## src/rtl/mxalu_seq.sv

```systemverilog
// Multi-byte sequencer for an external 8-bit 74181-style ALU slice: one byte per cycle, LSB first.
// Optional MXALU_SEQ_B2B_EN lets a new request be accepted in the same cycle the response is taken.
module mxalu_seq #(
  parameter int NBYTES = 2
) (
  input  logic                  clk,
  input  logic                  rst,
  input  logic                  req_valid,
  output logic                  req_ready,
  input  logic [8*NBYTES-1:0]   req_a,
  input  logic [8*NBYTES-1:0]   req_b,
  input  logic [3:0]            req_s,
  input  logic                  req_m,
  input  logic                  req_cn_n,
  output logic [7:0]            alu_a,
  output logic [7:0]            alu_b,
  output logic [3:0]            alu_s,
  output logic                  alu_m,
  output logic                  alu_cn_n,
  input  logic [7:0]            alu_f,
  input  logic                  alu_cn8_n,
  input  logic                  alu_a_b,
  output logic                  resp_valid,
  input  logic                  resp_ready,
  output logic [8*NBYTES-1:0]   resp_f,
  output logic                  resp_cout_n,
  output logic                  resp_eq
);

  localparam int IW = $clog2(NBYTES);
  localparam logic [IW-1:0] IDX_LAST = IW'(NBYTES - 1);

  typedef enum logic [1:0] {
    IDLE = 2'd0,
    RUN  = 2'd1,
    DONE = 2'd2
  } state_t;

  state_t state, state_nxt;

  logic [NBYTES-1:0][7:0] op_a;
  logic [NBYTES-1:0][7:0] op_b;
  logic [NBYTES-1:0][7:0] res_f;
  logic [3:0]             op_s;
  logic                   op_m;
  logic                   carry_n;
  logic                   eq;
  logic [IW-1:0]          idx;
  logic [IW-1:0]          sel;
  logic                   ready_st;
  logic                   accept;
  logic                   last;

  assign last = (idx == IDX_LAST);

  always_comb begin
    state_nxt = state;
    ready_st  = 1'b0;
    case (state)
      IDLE: begin
        ready_st = 1'b1;
        if (req_valid) state_nxt = RUN;
      end
      RUN: begin
        if (last) state_nxt = DONE;
      end
      DONE: begin
`ifdef MXALU_SEQ_B2B_EN
        ready_st = resp_ready;
        if (resp_ready) state_nxt = req_valid ? RUN : IDLE;
`else
        if (resp_ready) state_nxt = IDLE;
`endif
      end
      default: state_nxt = IDLE;
    endcase
  end

  // Reset forces ready low combinationally so nothing is seen as accepted during reset.
  assign req_ready = ready_st & ~rst;
  assign accept    = req_valid & req_ready;

  always_ff @(posedge clk or posedge rst) begin
    if (rst) state <= IDLE;
    else     state <= state_nxt;
  end

  always_ff @(posedge clk or posedge rst) begin
    if (rst) begin
      op_a    <= '0;
      op_b    <= '0;
      op_s    <= '0;
      op_m    <= 1'b0;
      res_f   <= '0;
      carry_n <= 1'b1;
      eq      <= 1'b0;
      idx     <= '0;
    end else if (accept) begin
      op_a    <= req_a;
      op_b    <= req_b;
      op_s    <= req_s;
      op_m    <= req_m;
      carry_n <= req_cn_n;
      eq      <= 1'b1;
      idx     <= '0;
    end else if (state == RUN) begin
      res_f[idx] <= alu_f;
      carry_n    <= alu_cn8_n;
      eq         <= eq & alu_a_b;
      if (!last) idx <= idx + 1'b1;
    end
  end

  // Outside RUN the ALU sees byte 0 so its inputs stay deterministic.
  assign sel      = (state == RUN) ? idx : '0;
  assign alu_a    = op_a[sel];
  assign alu_b    = op_b[sel];
  assign alu_s    = op_s;
  assign alu_m    = op_m;
  assign alu_cn_n = carry_n;

  assign resp_valid  = (state == DONE);
  assign resp_f      = res_f;
  assign resp_cout_n = carry_n;
  assign resp_eq     = eq;

endmodule

```

## config.mk

```make
export PLATFORM = sky130hd
export DESIGN_NAME = mxalu_seq
export DESIGN_NICKNAME = d
export VERILOG_FILES = /design/src/rtl/mxalu_seq.sv
export SDC_FILE = /design/constraint.sdc
export NUM_CORES = 1
export LEC_CHECK = 0
export CAP_MARGIN = 10
export CORE_UTILIZATION = 35
export CTS_CLUSTER_DIAMETER = 60
export DETAILED_ROUTE_END_ITERATION = 12
export GPL_ROUTABILITY_DRIVEN = 0
export MAX_ROUTING_LAYER = met4
export PLACE_DENSITY = 0.66
export SLEW_MARGIN = 25
export SYNTH_ARGS = -nofsm -noshare
export SYNTH_HDL_FRONTEND = slang
export SYNTH_SLANG_ARGS = --single-unit
```

## constraint.sdc

```tcl
create_clock -name clk -period 2.1 [get_ports clk]
set_input_delay 0.42 -clock clk [delete_from_list [all_inputs] [get_ports clk]]
set_output_delay 0.42 -clock clk [all_outputs]
set_load 0.005 [all_outputs]
```

==> qor.csv, run 1 <==
stage,metric,value,unit
critical_path,worst-path fanout max,6,
critical_path,Critical Path RT,1.68,ns
critical_path,Startpoint Class,register,
critical_path,CP max stage cell,dfrtp_1,
logic_synthesis,top_reg_cell synth,dfrtp_1,
logic_synthesis,Synth Area in Adders,0,%
die,core area,0.00679,mm2
cts,CTS Buf Count,9,
placed_design,dpl hpwl,3620,um
critical_path,CP Class,reg -> out,
logic_synthesis,Yosys reg bits,58,
routing,initial detailed-routing violation count,44,
global_route,largest net degree at the start of global routing,35,
cells_and_area,post-layout net count,316,
global_route,first-pass GRT wire length,8350,um
critical_path,Critical R2R Launch,state[0]$_DFFE_PP0P_,
routing,Routed WL,5000,um
sta,Max Clock Freq,0.473,GHz
logic_synthesis,Gate Count Post-Synth,153,
sta,setup slack after layout,-0.0131,ns
global_route,vias in the first global route,1746,
routing,wire length per cell,13.7,um
cts,cts hold-fix bufs,0,
global_route,antenna violations before repair,0,
logic_synthesis,async set-reset flop share out of synthesis,100,%
status,outcome,"complete, but fails checks",
die,Rows,30,
logic_synthesis,post-synthesis cell area,0.00247,mm2
logic_synthesis,multiplexer share of the synthesized area,35.2,%
logic_synthesis,syn_area_per_cell,16.1,um2
placed_design,port bufs,93,
logic_synthesis,count of different cell masters after synthesis,20,
global_route,grt ovf,0,
cts,H-tree depth,3,
sta,Clock Skew,0.00665,ns
critical_path,"critical path, cell by cell",nand2b_4 -> or2_4 -> buf_12 -> mux2_4 -> buf_6,
routing,ANT nets after route,0,
sta,endpoints failing setup,12,
critical_path,Worst Setup SP,state[1]$_DFFE_PP0P_,
cells_and_area,Final Util,56.7,%
cts,CTS sink count,58,
cts,Max clock buf depth,2,
sta,Worst-Margin Slew,0.435,ns
placed_design,dpl ws,-0.115,ns
logic_synthesis,Synth Area in Compound Gates,0.811,%
status,failing checks,negative setup slack,
sta,Final Hold Slack,0.485,ns
routing,Vias,1622,
routing,DR vias/cell,4.44,
critical_path,Worst Setup End Kind,output port,
cells_and_area,fill cell count,587,
pwr,maximum vdd drop,0.587,mV
routing,First-pass DRT Iterations,4,
pwr,power per standard cell area,1480,mW/mm2
sta,Total Neg Setup Slack,-0.100,ns
sta,RSZ-0062 raised after global routing,true,
logic_synthesis,synthesis warning total,0,
critical_path,CP top delay family,simple AND/OR/NAND/NOR gates,
logic_synthesis,number of synthesized flops with an enable pin,0,
die,IO Pins,94,
critical_path,CP peak stage delay,0.37,ns
die,die area,0.00739,mm2
die,Die X,86.0,um
cts,worst-skew pair later-pin latency,0.32,ns
logic_synthesis,XOR/XNOR share of the synthesized area,0,%
flow_run,max-cap violations,0,
die,starting density of the core,36.3,%
cells_and_area,synthesis-to-finish area growth,56.0,%
cts,"Reg clk slew, reported paths",0.06,ns
logic_synthesis,fraction of the mapped netlist area in simple logic gates,2.48,%
global_route,Global Route Usage Sum,15.4,%
pwr,Leak,1.72,nW
routing,Residual DRC,0,
sta,final hold violations,0,
cells_and_area,n_diodes,0,
logic_synthesis,Post-Synthesis Net Count,205,
die,die outline height,86.0,um
critical_path,crit path DAT,1.69,ns
sta,max_slew headroom,70.9,%
worst_hold_path,min-delay worst type,in -> async,
cells_and_area,share of cells above drive strength 1,43.5,%
sta,"Slew Viols, Final",0,
sta,Tcrit/Tclk final,101,%
pwr,Overall Power,0.00570,W
logic_synthesis,largest family of logic cells by synthesized area,multiplexers,
cts,Root Buffer,clkbuf_8,
logic_synthesis,post-synthesis sequential area ratio,58.8,%
sta,Tmin final,2.11,ns
cts,CTS tree,yes,
critical_path,CP Buf/Inv Count,2,
layout make-up:
class | count | area (um2) | area share [%]
inverters | 3 | 11.3 | 0.292
multi-input cells | 84 | 966 | 25.1
clock buffers | 14 | 173 | 4.48
clock inverters | 2 | 10.0 | 0.260
flip-flops and latches | 58 | 1450 | 37.7
well taps | 96 | 120 | 3.12
repair buffers | 108 | 1120 | 29.0
synth_stat cells, types with 2 or more instances:
cell type,instances,area [um2]
buf_2,5,25.0
buf_6,2,22.5
dfrtp_1,57,1430
inv_1,3,11.3
mux2_1,3,33.8
mux2_2,47,529
mux2_4,19,285
mux2i_1,2,20.0
nand2b_1,2,12.5
o21ai_0,3,15.0
worst register-to-register path, stage by stage, from the launching register on:
cell,delay [ns]
dfrtp_1,0.41
buf_4,0.17
nor4b_4,0.35
buf_4,0.29
mux2_2,0.36
placed cells by master (no fill, tap or decap), drive strengths merged:
cell / Yosys / layout
a21oi: 1 / 1
buf: 8 / 31
clkbuf: 0 / 14
clkdlybuf4s50: 0 / 76
clkinv: 0 / 2
dfrtp: 57 / 57
dfstp: 1 / 1
dlymetal6s2s: 0 / 1
inv: 3 / 3
mux2: 69 / 69
mux2i: 2 / 2
nand2: 1 / 1
nand2b: 3 / 3
nor2: 2 / 2
nor3: 1 / 1
nor4b: 1 / 1
o21ai: 3 / 3
or2: 1 / 1
through the flow:
step | area, um2 | instances
2_1_floorplan | 2470 | 153
3_3_place_gp | 3600 | 346
3_5_place_dp | 3600 | 346
4_1_cts | 3840 | 365
5_1_grt | 3850 | 365
6_report | 3850 | 365
sequential cells by signal (all words and copies together) (netlist names):
name      flops
op_a         16
alu_s         4
state         2
alu_cn_n      1
resp_f       16
alu_m         1
idx           1
resp_eq       1
op_b         16
final timing paths:
check | to | slack (ns) | cells after the start
worst max-delay path | alu_b[0] | -0.01 | 5
worst min-delay path | op_b[5]$_DFFE_PP0P_ | 0.49 | 2
worst max register to register | op_b[3]$_DFFE_PP0P_ | 0.41 | 4
worst min register to register | op_a[15]$_DFFE_PP0P_ | 0.50 | 1
max in group asynchronous | alu_cn_n$_DFFE_PP1P_ | 1.07 | 3
min in group clk | op_a[15]$_DFFE_PP0P_ | 0.50 | 1
cell families after synthesis:
family,count (synthesis)
AO/OA/AOI/OAI,4
flip-flops,58
AND/OR/NAND/NOR,9
buffers and inverters,11
multiplexers,71
layer usage:
| layer | track usage (%) | part of all wire, % |
|---|---|---|
| met5 | - | 0 |
| met2 | 23.8 | 49 |
| met1 | 18.5 | 43 |
| met4 | 4.70 | 1.4 |
| met3 | 5.97 | 6.4 |
power breakdown:
part	switching, W	internal (W)	total (W)	leakage, nW
clock	0.000400	0.000522	0.000922	0.0965
combinational	0.000812	0.00197	0.00278	0.935
sequential	0.000297	0.00170	0.00200	0.685
total	0.00151	0.00419	0.00570	1.72
what timing repair did:
item / CTS / global route
gates resized for setup: 82 / 2
cloned: 1 / 0
pin swaps: 1 / 1
setup endpoints to repair: 16 / 17
buffers inserted: 2 / 0
(Power assumes the default switching activity.)
==> run 2: changes to the inputs <==
Settings changed: GPL_TIMING_DRIVEN set to 0.
==> qor.csv, run 2 (synthesis gave the netlist of run 1 again) <==
stage,metric,value,unit
status,outcome,"complete, but fails checks",
status,failing checks,negative setup slack,
global_route,grt ovf,0,
die,Rows,30,
critical_path,R2R setup slack,0.19,ns
cells_and_area,share of cells above drive strength 1,43.5,%
global_route,largest net degree at the start of global routing,33,
critical_path,CP Depth,6,
sta,Tmin final,2.20,ns
cells_and_area,most frequent cells in the layout,"76 x clkdlybuf4s50_1, 56 x dfrtp_1, 47 x mux2_2, 19 x mux2_4, 16 x buf_6",
routing,Residual DRC,0,
global_route,antenna violations before repair,0,
flow_run,max-cap violations,0,
cts,Root Buffer,clkbuf_8,
global_route,vias in the first global route,1681,
critical_path,Critical Path RT,1.68,ns
placed_design,placed insts,343,
critical_path,Startpoint Class,register,
sta,setup slack after layout,-0.100,ns
sta,Clock Skew,0.00727,ns
critical_path,CP peak stage delay,0.38,ns
cells_and_area,Layout Cells excl Fill,367,
die,starting density of the core,36.3,%
critical_path,crit path DAT,1.78,ns
routing,Routed WL,4940,um
placed_design,port bufs,93,
cells_and_area,"commonest non-fill, non-tap cell in the layout",clkdlybuf4s50_1,
routing,initial detailed-routing violation count,37,
cts,CTS tree,yes,
pwr,power per standard cell area,1480,mW/mm2
critical_path,Worst Setup End Kind,output port,
critical_path,CP max stage cell,dfrtp_1,
sta,endpoints failing setup,16,
sta,RSZ-0062 raised after global routing,true,
die,core area,0.00679,mm2
cells_and_area,post-layout net count,318,
critical_path,CP Class,reg -> out,
routing,Vias,1641,
die,Die X,86.0,um
worst_hold_path,min-delay worst type,in -> async,
critical_path,CP top delay family,buffers and inverters,
sta,Max Clock Freq,0.455,GHz
cells_and_area,synthesis-to-finish area growth,55.2,%
cells_and_area,fill cell count,594,
cts,Max clock buf depth,2,
cells_and_area,n_diodes,0,
pwr,Leak,1.71,nW
global_route,first-pass GRT wire length,8130,um
routing,ANT nets after route,0,
sta,Tcrit/Tclk final,105,%
cts,"Reg clk slew, reported paths",0.07,ns
placed_design,dpl hpwl,3430,um
critical_path,worst-case reg-to-reg path depth,5,
sta,Worst-Margin Slew,0.469,ns
cts,CTS sink count,58,
placed_design,dpl ws,-0.347,ns
die,die area,0.00739,mm2
critical_path,"critical path, cell by cell",nand2b_4 -> or2_1 -> buf_6 -> buf_16 -> mux2_4 -> buf_6,
critical_path,Critical R2R Launch,state[1]$_DFFE_PP0P_,
routing,wire length per cell,13.4,um
sta,final hold violations,0,
die,die outline height,86.0,um
pwr,maximum vdd drop,0.610,mV
cts,H-tree depth,3,
sta,max_slew headroom,68.7,%
critical_path,Worst Setup SP,state[1]$_DFFE_PP0P_,
die,IO Pins,94,
critical_path,cell mode on critical path,buf_6,
routing,DR vias/cell,4.47,
sta,"Slew Viols, Final",0,
critical_path,CP Buf/Inv Count,3,
cts,worst-skew pair later-pin latency,0.33,ns
routing,First-pass DRT Iterations,3,
global_route,Global Route Usage Sum,15.2,%
cells_and_area,Final Util,56.4,%
cts,CTS Buf Count,9,
critical_path,worst-path fanout max,5,
sta,Final Hold Slack,0.480,ns
critical_path,crit path capture,alu_b[5],
critical_path,r2r endpoint,op_a[11]$_DFFE_PP0P_,
[run 2: how the worst min path moves through the flow]
| stage | start | slack, ns | to | cells after the start |
|---|---|---|---|---|
| 2_1_floorplan | op_a[15]$_DFFE_PP0P_ | 0.46 | op_a[15]$_DFFE_PP0P_ | 1 |
| 3_3_place_gp | op_a[15]$_DFFE_PP0P_ | 0.47 | op_a[15]$_DFFE_PP0P_ | 1 |
| 3_5_place_dp | op_a[15]$_DFFE_PP0P_ | 0.48 | op_a[15]$_DFFE_PP0P_ | 1 |
| 4_1_cts | rst | 0.49 | op_b[5]$_DFFE_PP0P_ | 2 |
| 5_1_grt | op_a[15]$_DFFE_PP0P_ | 0.51 | op_a[15]$_DFFE_PP0P_ | 1 |
| 6_report | rst | 0.48 | op_b[4]$_DFFE_PP0P_ | 2 |
[run 2: per-layer routing]
metal / routed length [um] / GRT usage (%) / vias to the layer above
li1: - / - / 765
met1: 2060 / 17.7 / 815
met2: 2470 / 23.4 / 53
met3: 312 / 4.91 / 8
met4: 92 / 8.18 / 0
met5: 0 / - / -
[run 2: final cells by class]
| type | count | area [um2] | area share (%) |
|---|---|---|---|
| Multi-Input combinational cell | 84 | 955 | 24.9 |
| Sequential cell | 58 | 1450 | 37.9 |
| Clock buffer | 13 | 149 | 3.89 |
| Timing Repair Buffer | 102 | 1050 | 27.3 |
| Buffer | 8 | 78.8 | 2.06 |
| Inverter | 3 | 13.8 | 0.359 |
| Clock inverter | 3 | 15.0 | 0.392 |
| Tap cell | 96 | 120 | 3.13 |
[run 2: timing repair]
item / in CTS / in global routing
hold buffers: 0 / 0
buffers inserted: 5 / 2
resized for setup: 86 / 2
cloned: 1 / 0
setup endpoints to repair: 16 / 16
pin swaps: 1 / 1
[run 2: stage by stage]
stage / total power (W) / instance area [um2] / TNS (ns)
after floorplan: 0.00330 / 2470 / 0
after global placement: 0.00453 / 3520 / -60.71
after detailed placement: 0.00458 / 3540 / -8.15
after CTS: 0.00570 / 3810 / -1.71
after global routing: 0.00604 / 3830 / -2.42
final: 0.00567 / 3830 / -1.29
[run 2: power breakdown]
group          total (W)  internal [W]  switching [W]
logic            0.00280       0.00199       0.000811
registers        0.00199       0.00170       0.000288
clock network   0.000878      0.000456       0.000422
total            0.00567       0.00414        0.00152
==> run 3: changes to the inputs <==
Settings changed: CORE_ASPECT_RATIO set to 1.5, PLACE_DENSITY 0.66 to 0.69.
Clock period 2.1 ns to 1.9 ns, I/O delays scaled along.
==> qor.csv, run 3 (synthesis gave the netlist of run 1 again) <==
stage,metric,value,unit
status,outcome,"complete, but fails checks",
status,failing checks,"design-rule violations, negative setup slack",
critical_path,cell mode on critical path,buf_6,
placed_design,placed insts,325,
cells_and_area,Layout Cells excl Fill,350,
die,Die X,70.6,um
sta,endpoints failing setup,16,
die,IO Pins,94,
sta,max_slew headroom,68.7,%
critical_path,worst-path fanout max,6,
routing,DR vias/cell,4.77,
cells_and_area,post-layout net count,320,
global_route,grt ovf,0,
placed_design,dpl ws,-0.489,ns
pwr,Overall Power,0.00644,W
sta,Tmin final,2.14,ns
die,die area,0.00740,mm2
die,starting density of the core,36.0,%
critical_path,CP Class,reg -> out,
sta,Clock Skew,0.00673,ns
cells_and_area,share of cells above drive strength 1,44.1,%
routing,ANT nets after route,0,
cts,CTS sink count,58,
global_route,vias in the first global route,1812,
critical_path,Startpoint Class,register,
routing,Vias,1671,
sta,final hold violations,0,
global_route,largest net degree at the start of global routing,34,
cells_and_area,Register Area,0.00145,mm2
cts,CTS Buf Count,9,
cts,Max clock buf depth,2,
cells_and_area,multi-input combinational cell area,963,um2
sta,Tcrit/Tclk final,112,%
cells_and_area,most frequent cells in the layout,"75 x clkdlybuf4s50_1, 56 x dfrtp_1, 47 x mux2_2, 19 x mux2_4, 17 x buf_6",
global_route,antenna violations before repair,0,
sta,Max Clock Freq,0.468,GHz
cells_and_area,n_diodes,0,
critical_path,crit path DAT,1.76,ns
pwr,maximum vdd drop,0.804,mV
worst_hold_path,min-delay worst type,reg -> reg,
critical_path,R2R setup slack,0.09,ns
cells_and_area,Final Util,56.3,%
critical_path,Critical Path RT,1.52,ns
sta,Final Hold Slack,0.489,ns
placed_design,port bufs,93,
die,Rows,37,
global_route,first-pass GRT wire length,8630,um
routing,Residual DRC,16,
die,die outline height,105,um
routing,First-pass DRT Iterations,7,
routing,Routed WL,5220,um
routing,wire length per cell,14.9,um
flow_run,max-cap violations,0,
pwr,power per standard cell area,1670,mW/mm2
critical_path,CP peak stage delay,0.38,ns
critical_path,"critical path, cell by cell",nand2b_4 -> or2_1 -> buf_6 -> buf_12 -> mux2_4 -> buf_6,
cts,H-tree depth,3,
placed_design,dpl hpwl,3630,um
critical_path,CP max stage cell,dfrtp_1,
die,core area,0.00685,mm2
sta,setup slack after layout,-0.237,ns
sta,RSZ-0062 raised after global routing,true,
cts,worst-skew pair later-pin latency,0.33,ns
cts,Root Buffer,clkbuf_8,
cells_and_area,"commonest non-fill, non-tap cell in the layout",clkdlybuf4s50_1,
pwr,Leak,1.73,nW
routing,initial detailed-routing violation count,91,
cts,CTS tree,yes,
sta,"Slew Viols, Final",0,
global_route,Global Route Usage Sum,16.0,%
critical_path,Worst Setup End Kind,output port,
cells_and_area,synthesis-to-finish area growth,56.3,%
cells_and_area,fill cell count,616,
cts,"Reg clk slew, reported paths",0.06,ns
sta,Worst-Margin Slew,0.469,ns
## run 3: changes by cell type in the layout (fill, tap and decap cells not counted), sizes merged
cell / previous run / this run
clkdlybuf4s50: 76 / 75
dlymetal6s2s: 1 / 0
bufinv: 0 / 1
dlygate4sd2: 0 / 2
buf: 33 / 35
clkbuf: 13 / 12
clkinv: 3 / 2
## run 3: final cells by class
class | instances | share of cell area (%)
sequential | 58 | 37.7
buffer | 8 | 2.11
inverter | 3 | 0.357
timing repair buffer | 104 | 27.6
clock inverter | 3 | 1.04
clock buffer | 12 | 3.76
tap | 78 | 2.53
multi-input combinational | 84 | 25.0
## run 3: path summary, 6_finish.rpt
kind,startpoint,endpoint,cells after the start
hold / removal,op_b[7]$_DFFE_PP0P_,op_b[7]$_DFFE_PP0P_,1
max in group asynchronous,rst,alu_cn_n$_DFFE_PP1P_,3
min in group asynchronous,rst,op_a[7]$_DFFE_PP0P_,2
setup / recovery,state[1]$_DFFE_PP0P_,alu_a[4],6
setup reg to reg,state[1]$_DFFE_PP0P_,alu_s[0]$_DFFE_PP0P_,6
hold reg to reg,op_b[7]$_DFFE_PP0P_,op_b[7]$_DFFE_PP0P_,1
## run 3: repair_timing
action | 4_1_cts | 5_1_grt
endpoints found under the setup margin | 38 | 37
cloned | 1 | 0
pin swaps | 1 | 2
resized for setup | 90 | 4
hold buffers | 0 | 0
buffers inserted | 6 | 3
## run 3: power by group
group,switching (W),leakage (nW),internal (W)
combinational,0.000939,0.951,0.00223
clock,0.000460,0.0962,0.000631
sequential,0.000301,0.683,0.00188
total,0.00170,1.73,0.00474
## run 3: worst max-delay path, delay by kind of cell, from the launching register on
family	cells	cell delay, ns
AND/OR/NAND/NOR	2	0.35
buffers and inverters	3	0.41
flip-flops	1	0.38
multiplexers	1	0.30
## run 3: per-stage QoR
step / instance area, um2 / TNS, ns
3_5_place_dp: 3520 / -20.01
2_1_floorplan: 2470 / 0
6_report: 3860 / -3.67
3_3_place_gp: 3500 / -80.72
4_1_cts: 3820 / -4.04
5_1_grt: 3860 / -4.66
## run 3: layer usage
layer  global-route usage [%]  up-vias  routed length, um
met5                        -        -                  0
met4                     8.43        0                122
met3                     3.47       11                284
met2                     27.2       65               2680
met1                     17.3      824               2130
li1                         -      771                  -
